## src/rtl/culsans_sram_arbiter.sv

```systemverilog
// Round-robin arbiter sharing one single-port SRAM between NumPorts requesters.
// A granted port may lock the SRAM for read-modify-write sequences; an idle
// lock is forcibly dropped after LockTimeout cycles. Responses (read data or
// write acknowledge) are routed back to the port that was granted, RdLatency
// cycles after the grant, in grant order.
module culsans_sram_arbiter #(
    parameter int unsigned NumPorts    = 4,
    parameter int unsigned AddrWidth   = 64,
    parameter int unsigned DataWidth   = 64,
    parameter int unsigned RdLatency   = 1,
    parameter int unsigned LockTimeout = 256
) (
    input  logic                              clk_i,
    input  logic                              rst,
    input  logic [NumPorts-1:0]               req_i,
    input  logic [NumPorts-1:0]               we_i,
    input  logic [NumPorts-1:0]               lock_i,
    input  logic [NumPorts*AddrWidth-1:0]     addr_i,
    input  logic [NumPorts*DataWidth-1:0]     wdata_i,
    input  logic [NumPorts*(DataWidth/8)-1:0] be_i,
    output logic [NumPorts-1:0]               gnt_o,
    output logic [NumPorts-1:0]               rvalid_o,
    output logic [DataWidth-1:0]              rdata_o,
    output logic                              sram_req_o,
    output logic                              sram_we_o,
    output logic [AddrWidth-1:0]              sram_addr_o,
    output logic [DataWidth-1:0]              sram_wdata_o,
    output logic [(DataWidth/8)-1:0]          sram_be_o,
    input  logic [DataWidth-1:0]              sram_rdata_i,
    output logic                              lock_err_o
);

    localparam int unsigned BeWidth = DataWidth / 8;
    // Keep at least one index bit so the single-port build still elaborates.
    localparam int unsigned IdxW    = (NumPorts > 1) ? $clog2(NumPorts) : 1;
    localparam int unsigned CntW    = $clog2(LockTimeout);

    typedef enum logic {
        UNLOCKED = 1'b0,
        LOCKED   = 1'b1
    } lock_state_e;

    lock_state_e                     lock_q, lock_d;
    logic [IdxW-1:0]                 owner_q, owner_d;
    logic [IdxW-1:0]                 rr_q, rr_d;
    logic [CntW-1:0]                 idle_cnt_q, idle_cnt_d;
    logic [RdLatency-1:0]            pipe_vld_q;
    logic [RdLatency-1:0][IdxW-1:0]  pipe_idx_q;

    logic [IdxW:0]                   pick;
    logic                            gnt_valid;
    logic [IdxW-1:0]                 gnt_idx;

    // Next port after i, wrapping NumPorts-1 back to 0.
    function automatic logic [IdxW-1:0] wrap_inc(input logic [IdxW-1:0] i);
        int unsigned n;
        n = (32'(i) + 32'd1) % NumPorts;
        return IdxW'(n);
    endfunction

    // First requesting port at or after start (circularly); MSB flags a hit.
    function automatic logic [IdxW:0] rr_pick(input logic [NumPorts-1:0] req,
                                              input logic [IdxW-1:0]     start);
        logic [IdxW:0]   res;
        logic [IdxW-1:0] pi;
        int unsigned     p;
        res = '0;
        // Walk from the farthest candidate back to start so the closest one wins.
        for (int k = NumPorts - 1; k >= 0; k--) begin
            p  = (32'(start) + 32'(k)) % NumPorts;
            pi = IdxW'(p);
            if (req[pi]) begin
                res = {1'b1, pi};
            end
        end
        return res;
    endfunction

    // Select the winner: only the owner while locked, round-robin otherwise.
    always_comb begin
        pick = '0;
        if (lock_q == LOCKED) begin
            if (req_i[owner_q]) begin
                pick = {1'b1, owner_q};
            end
        end else begin
            pick = rr_pick(req_i, rr_q);
        end
    end

    // No grant may leave the block while reset is held, even with requests pending.
    assign gnt_valid = rst & pick[IdxW];
    assign gnt_idx   = pick[IdxW-1:0];

    // One-hot grant and AND-OR mux of the granted port's payload onto the SRAM.
    always_comb begin
        gnt_o        = '0;
        sram_we_o    = 1'b0;
        sram_addr_o  = '0;
        sram_wdata_o = '0;
        sram_be_o    = '0;
        for (int i = 0; i < NumPorts; i++) begin
            gnt_o[i] = gnt_valid && (gnt_idx == IdxW'(i));
            if (gnt_o[i]) begin
                sram_we_o    = we_i[i];
                sram_addr_o  = addr_i[i*AddrWidth +: AddrWidth];
                sram_wdata_o = wdata_i[i*DataWidth +: DataWidth];
                sram_be_o    = be_i[i*BeWidth +: BeWidth];
            end
        end
    end

    assign sram_req_o = |gnt_o;

    // Lock FSM next state, round-robin pointer update and timeout detection.
    always_comb begin
        lock_d     = lock_q;
        owner_d    = owner_q;
        idle_cnt_d = idle_cnt_q;
        rr_d       = rr_q;
        lock_err_o = 1'b0;
        unique case (lock_q)
            UNLOCKED: begin
                if (gnt_valid) begin
                    rr_d = wrap_inc(gnt_idx);
                    if (lock_i[gnt_idx]) begin
                        lock_d     = LOCKED;
                        owner_d    = gnt_idx;
                        idle_cnt_d = '0;
                    end
                end
            end
            LOCKED: begin
                if (gnt_valid) begin
                    // Only the owner can be granted here; its access always completes.
                    idle_cnt_d = '0;
                    if (!lock_i[owner_q]) begin
                        lock_d = UNLOCKED;
                        rr_d   = wrap_inc(owner_q);
                    end
                end else if (idle_cnt_q == CntW'(LockTimeout - 1)) begin
                    lock_d     = UNLOCKED;
                    idle_cnt_d = '0;
                    rr_d       = wrap_inc(owner_q);
                    lock_err_o = 1'b1;
                end else begin
                    idle_cnt_d = idle_cnt_q + CntW'(1);
                end
            end
            default: begin
                lock_d = UNLOCKED;
            end
        endcase
    end

    // Arbiter and lock state registers.
    always_ff @(posedge clk_i or negedge rst) begin
        if (!rst) begin
            lock_q     <= UNLOCKED;
            owner_q    <= '0;
            rr_q       <= '0;
            idle_cnt_q <= '0;
        end else begin
            lock_q     <= lock_d;
            owner_q    <= owner_d;
            rr_q       <= rr_d;
            idle_cnt_q <= idle_cnt_d;
        end
    end

    // Response tracking pipe matching the SRAM latency; cleared so reset drops in-flight accesses.
    always_ff @(posedge clk_i or negedge rst) begin
        if (!rst) begin
            pipe_vld_q <= '0;
            pipe_idx_q <= '0;
        end else begin
            for (int s = RdLatency - 1; s > 0; s--) begin
                pipe_vld_q[s] <= pipe_vld_q[s-1];
                pipe_idx_q[s] <= pipe_idx_q[s-1];
            end
            pipe_vld_q[0] <= gnt_valid;
            pipe_idx_q[0] <= gnt_idx;
        end
    end

    // Route the response strobe to the port that was granted RdLatency cycles ago.
    always_comb begin
        rvalid_o = '0;
        for (int i = 0; i < NumPorts; i++) begin
            rvalid_o[i] = pipe_vld_q[RdLatency-1] && (pipe_idx_q[RdLatency-1] == IdxW'(i));
        end
    end

    assign rdata_o = pipe_vld_q[RdLatency-1] ? sram_rdata_i : '0;

endmodule

```

## config.mk

```make
export PLATFORM = sky130hd
export DESIGN_NAME = culsans_sram_arbiter
export DESIGN_NICKNAME = d
export VERILOG_FILES = /design/src/rtl/culsans_sram_arbiter.sv
export SDC_FILE = /design/constraint.sdc
export NUM_CORES = 1
export LEC_CHECK = 0
export BUFFER_PORTS_ARGS = -buffer_cell sky130_fd_sc_hd__buf_4
export CORE_AREA = 2 2 323 325
export DETAILED_ROUTE_END_ITERATION = 7
export DIE_AREA = 0 0 325 327
export PLACE_DENSITY = 0.35
export SLEW_MARGIN = 20
export SYNTH_ARGS = -nofsm -noshare
export SYNTH_HDL_FRONTEND = slang
export SYNTH_SLANG_ARGS = --single-unit
```

## constraint.sdc

```tcl
create_clock -name clk_i -period 8.1 [get_ports clk_i]
set_input_delay 2.025 -clock clk_i [delete_from_list [all_inputs] [get_ports clk_i]]
set_output_delay 2.025 -clock clk_i [all_outputs]
set_load 0.01 [all_outputs]
```

# ---- After elaboration in Yosys (flattened, before gate mapping)
# Index checks and enable logic that the tools add are counted.
dict set report word_totals {
  input_bits 622
  wordCells 101
  mem_bits_ro 0
  out_inout_bits 211
  n_memories 0
  ramBits 0
  reg_bits 16
  latch_bits 0
}
dict set report op_classes {
  order_cmp 6
  n_div 0
  n_mux 56
  n_eq_ne 11
  bitwise 2
  shift 0
  mul 0
  n_reduce_logical 14
  addsub 6
}
# operator n
set ops {}
lappend ops {{$mux W64} 9}
lappend ops {{$mux W8} 8}
lappend ops {{$mux W1} 19}
lappend ops {{$lt A2 B3 Y1 const B} 6}
lappend ops {{$mux W3} 6}
lappend ops {{$pmux W8 S2} 1}
lappend ops {{$bmux W1 S2} 7}
lappend ops {{$add A8 B1 Y8 const B} 1}
lappend ops {{$eq A2 B2 Y1 const B} 4}
lappend ops {{$eq A8 B8 Y1 const B} 1}
lappend ops {{$logic_and A1 B1 Y1} 8}
lappend ops {{$mux W2} 4}
lappend ops {{$add A2 B1 Y2 const B} 3}
lappend ops {{$reduce_and A3 Y1} 2}
lappend ops {{$add A2 B2 Y2 const B} 2}
lappend ops {{$eq A2 B1 Y1 const B} 2}
lappend ops {{$logic_not A2 Y1} 2}
lappend ops {{$ne A2 B2 Y1 const B} 2}
lappend ops {{$pmux W2 S2} 1}
lappend ops {{$reduce_or A4 Y1} 1}
lappend ops {{$ne A3 B1 Y1 const B} 1}
lappend ops {{$ne A3 B3 Y1 const B} 1}
lappend ops {{$pmux W1 S2} 1}
lappend ops {{$reduce_and A2 Y1} 1}
lappend ops {{2 further kinds} 2}

# ---- Logic depth before layout (Yosys ltp)
dict set report depth {
  ltp_word 14
  ltp_mapped 10
  ltp_nobuf 7
}

# ---- Least setup slack after synthesis
# Ideal clock, no wire load.
dict set report synth_timing {
  path_kind {input -> output}
  startpoint {input req_i[0]}
  endpoint {output sram_addr_o[52]}
  slack_ps 2390
  required_ps 6075
  t_arrival_ps 3685
  n_path_buf 3
  cell_stages 8
  path_cell_list {nor3b_1 a211oi_1 a31o_1 buf_2 buf_2 buf_2 mux4_2 and2_1}
}
dict set report synth_between {
  elab_chain_len 13
  elab_cells_between_ends 29
  cone_classes {3 x eq/ne; 20 x mux; 1 x bitwise; 5 x reduce/logical}
}
# item line
set synth_rtl {}
lappend synth_rtl {{start: declaration} 15} ;# input logic [NumPorts-1:0] req_i,
lappend synth_rtl {{$bmux W1 S2} 72} ;# if (req[pi]) begin
lappend synth_rtl {{$mux W1 (implied by the code)} 72}
lappend synth_rtl {{$mux W3 (4 in a row)} 72}
lappend synth_rtl {{$mux W3 *} 82} ;# if (lock_q == LOCKED) begin
lappend synth_rtl {{$and A1 B1 Y1 / $logic_not A2 Y1 (equally long branches)} {92, 103}}
lappend synth_rtl {{$logic_and A1 B1 Y1} 103} ;# gnt_o[i] = gnt_valid && (gnt_idx == IdxW'(i));
lappend synth_rtl {{$mux W64 (3 in a row)} 104} ;# if (gnt_o[i]) begin
lappend synth_rtl {{$mux W64 *} 104}
lappend synth_rtl {{end: declaration} 26} ;# output logic [AddrWidth-1:0] sram_addr_o,
# Every way passes the cells marked *; elsewhere a longest branch is shown, timed or not. The select of a mux whose other input is x is not followed.

# ---- Worst setup path after layout
dict set report layout_timing {
  startpoint {input req_i[0]}
  endpoint {output sram_addr_o[56]}
}
# Same word-level chain as after synthesis.

==> parameters.txt <==
Parameter                              Value

Critical path
  FF-to-FF path depth    7
  Worst setup EP type    primary output
  Worst Path Required    6.08 ns
  Arrival time of data at the critical path endpoint    5.08 ns
  Startpoint Class    primary input
  Crit path max fanout    52
  Register-to-Register Setup Slack    between 4 and 5 ns
  Worst Path Class, Setup    in -> out

Status
  Outcome    finished, final reports clean

Route
  WL per Instance    21.4 µm
  Post-route DRC violation count    0
  Routed Antenna Nets    0
  Detailed-route wire length    between 60000 and 70000 µm
  Total via count in the routed design    between 9k and 10k
  Vias per inst    between 3 and 4
  Initial drt markers    between 400 and 500
  Initial DRT Pass Iterations    4

STA
  Max Clk Rate    141 MHz
  Total of endpoints with negative setup slack in the final report    0
  Tightest slew margin relative to the limit    between 30% and 40%
  Slew at the pin closest to its max-slew limit    0.978 ns
  Share of the clock period used by the worst path after layout    between 80% and 90%
  Setup Total Neg Slack    0 ns
  Number of hold violations in the final report    0
  Final critical-path required period    between 7 and 8 ns
  Worst Clk Skew    0.00332 ns
  Total count of max-transition violations in the final report    0
  Unrepaired setup endpoints after global routing    no

Synthesis
  Fraction of registers with async set or reset after synthesis    100%
  Number of distinct standard cells referenced by the synthesized netlist    40
  Post-synth design cell area    5380 µm²
  Number of flip-flops and latches in the synthesized netlist    16
  Synthesized Nets    approximately 1.3k
  Library cell with the highest instance count after synthesis    sky130_fd_sc_hd__mux2i_1
  Top cells by instance count after synthesis    sky130_fd_sc_hd__mux2i_1, sky130_fd_sc_hd__o22ai_1, sky130_fd_sc_hd__and2_1
  Portion of the post-synthesis area used by sequential elements    7.44%
  Synthesized area divided by synthesized cell count    8.14 µm²
  Most used DFF post-synth    sky130_fd_sc_hd__dfrtp_1
  Number of synthesized flops with an enable pin    0
  Library cell occupying the most area in the post-synthesis netlist    sky130_fd_sc_hd__mux2i_1
  Synthesis Warnings    0
  Synth area leaders    sky130_fd_sc_hd__mux2i_1, sky130_fd_sc_hd__mux4_2, sky130_fd_sc_hd__o22ai_1, sky130_fd_sc_hd__and2_1, sky130_fd_sc_hd__a22oi_1
  Cell count after synthesis    between 600 and 700
  Area fraction of the dominant cell type after synthesis    a little over a quarter

Clock network
  Clock-pin slew reported for the worst setup and hold paths after clock tree synthesis    roughly 0.05 ns
  Buffers from clock root to sink, at most    2
  Source-to-sink clock delay at the later pin of the worst-skew pair    0.25 ns
  Cell chosen for the clock root    sky130_fd_sc_hd__clkbuf_16
  H-tree depth    1
  Post-CTS setup buffer count    0
  Cts hold-fix bufs    0
  Number of buffers added by the clock tree synthesis step    3
  Clock tree from TritonCTS    built
  Total clock sinks    16
  Number of gates resized after CTS    0

Global route
  Global-route wire length before repair    around 80000 µm
  Overflow left after global routing    0
  Largest net degree at the start of global routing    69
  Initial antenna violation count    11
  GRT Overall Usage    a little over a tenth
  Number of global-route vias before repair    9397

Place
  DPL Wire Length    54200 µm
  Routability congestion estimate    0.823
  Buffers on Ports    about 830

Min path
  Worst min path class    reg -> reg
  Min-Delay Path Depth    2

Cells and area
  Area delta synth->final    150%
  Filler cells    between 10k and 15k
  Layout cell share with drive strength beyond 1    around 63%
  Number of nets in the final layout    between 2k and 2.5k

Floorplan
  Placement row count    approximately 120
  Die height    approximately 330 µm
  Horizontal extent of the die    ~330 µm
  Core area    slightly above 100000 µm²
  Floorplan die area    between 100000 and 150000 µm²
  Top-level I/O count    833
  Initial core utilization    5.23%

Power
  VDD IR-drop max    between 0.2 and 0.3 mV
  Pleak    between 0.006 and 0.007 µW
  Power per unit of standard cell area    roughly 280 nW/µm²
  Overall power    3710 µW

Job
  Maxcap violations    0
==> metrics by stage <==
stage | utilization (%) | cell area (µm²) | hold slack, ns | worst slack, ns | cells
2_1_floorplan | - | 5380 | 0.536 | 2.39 | 661
3_5_place_dp | 13.0 | 13300 | 0.577 | 0.964 | 2828
3_3_place_gp | 13.0 | 13300 | 0.581 | 0.930 | 2828
5_1_grt | 13.1 | 13400 | 0.599 | 0.857 | 2834
4_1_cts | 13.0 | 13400 | 0.586 | 0.961 | 2832
6_report | 13.1 | 13400 | 0.580 | 0.991 | 2835
==> flip-flops by register name, indices dropped and copies added (netlist names) <==
signal,flops
rr_q,2
pipe_vld_q,1
idle_cnt_q,8
owner_q,2
pipe_idx_q,2
lock_q,1
==> per-layer routing <==
layer / global-route usage, % / up-vias / wire length, µm
met5: 0 / - / 35
met4: 2.02 / 6 / 980
met3: 2.79 / 28 / 4630
met2: 17.8 / 515 / 28800
met1: 13.9 / 4288 / 26400
li1: - / 4197 / -
==> cell type report <==
type                       instances  area, µm²  share of cell area, %
timing repair buffer             865       6530                   48.6
tap                             1380       1730                   12.9
sequential                        16        400                   2.98
clock buffer                       4       88.8                  0.661
multi-input combinational        560       4650                   34.6
inverter                           7       31.3                  0.233
antenna                            3       7.51                 0.0559
==> worst max-delay path, cell delays in order <==
cell and delay, ns:
sky130_fd_sc_hd__buf_4 0.13, sky130_fd_sc_hd__nor3b_1 0.13, sky130_fd_sc_hd__a211oi_1 0.48, sky130_fd_sc_hd__a31o_4 0.43, sky130_fd_sc_hd__and2_4 0.34, sky130_fd_sc_hd__buf_12 0.29
sky130_fd_sc_hd__a22oi_1 0.11, sky130_fd_sc_hd__buf_4 0.16, sky130_fd_sc_hd__o22ai_1 0.61, sky130_fd_sc_hd__buf_4 0.27
==> cell families after synthesis <==
| family | share of synthesized area, % |
|---|---|
| AOI/OAI and AO/OA | 26.9 |
| muxes | 40.2 |
| and+or+nand+nor | 17.9 |
| buffers and inverters | 6.95 |
| DFF | 7.44 |
| xor gates and xnor gates | 0.326 |
| adders and majority gates | 0.232 |
==> cell usage in the layout, fill, tap and decap left out, types with 5 or more instances in the layout <==
cell | synthesis | layout
sky130_fd_sc_hd__nand3_1 | 8 | 8
sky130_fd_sc_hd__nand2_1 | 17 | 16
sky130_fd_sc_hd__a22oi_1 | 75 | 75
sky130_fd_sc_hd__dfrtp_1 | 16 | 16
sky130_fd_sc_hd__o21ai_0 | 14 | 14
sky130_fd_sc_hd__nor2_1 | 14 | 14
sky130_fd_sc_hd__o22ai_1 | 106 | 106
sky130_fd_sc_hd__a21oi_1 | 5 | 5
sky130_fd_sc_hd__mux4_2 | 33 | 33
sky130_fd_sc_hd__buf_4 | 3 | 862
sky130_fd_sc_hd__a31oi_1 | 6 | 6
sky130_fd_sc_hd__inv_1 | 5 | 5
sky130_fd_sc_hd__mux2i_1 | 141 | 141
sky130_fd_sc_hd__and2_1 | 100 | 99
==> power by group <==
group / switching, µW / total [µW] / internal [µW]
sequential: 60.5 / 179 / 118
clock: 33.2 / 108 / 75.1
combinational: 1910 / 3420 / 1510
total: 2010 / 3710 / 1700
==> worst paths after layout <==
path | from | endpoint
min | idle_cnt_q[1] | idle_cnt_q[1]
min reg2reg | idle_cnt_q[1] | idle_cnt_q[1]
max | req_i[0] | sram_addr_o[56]
max in group asynchronous | rst | idle_cnt_q[0]
min in group asynchronous | rst | rr_q[1]
max reg2reg | lock_q | idle_cnt_q[5]
Power figures use the tool's default switching activity.
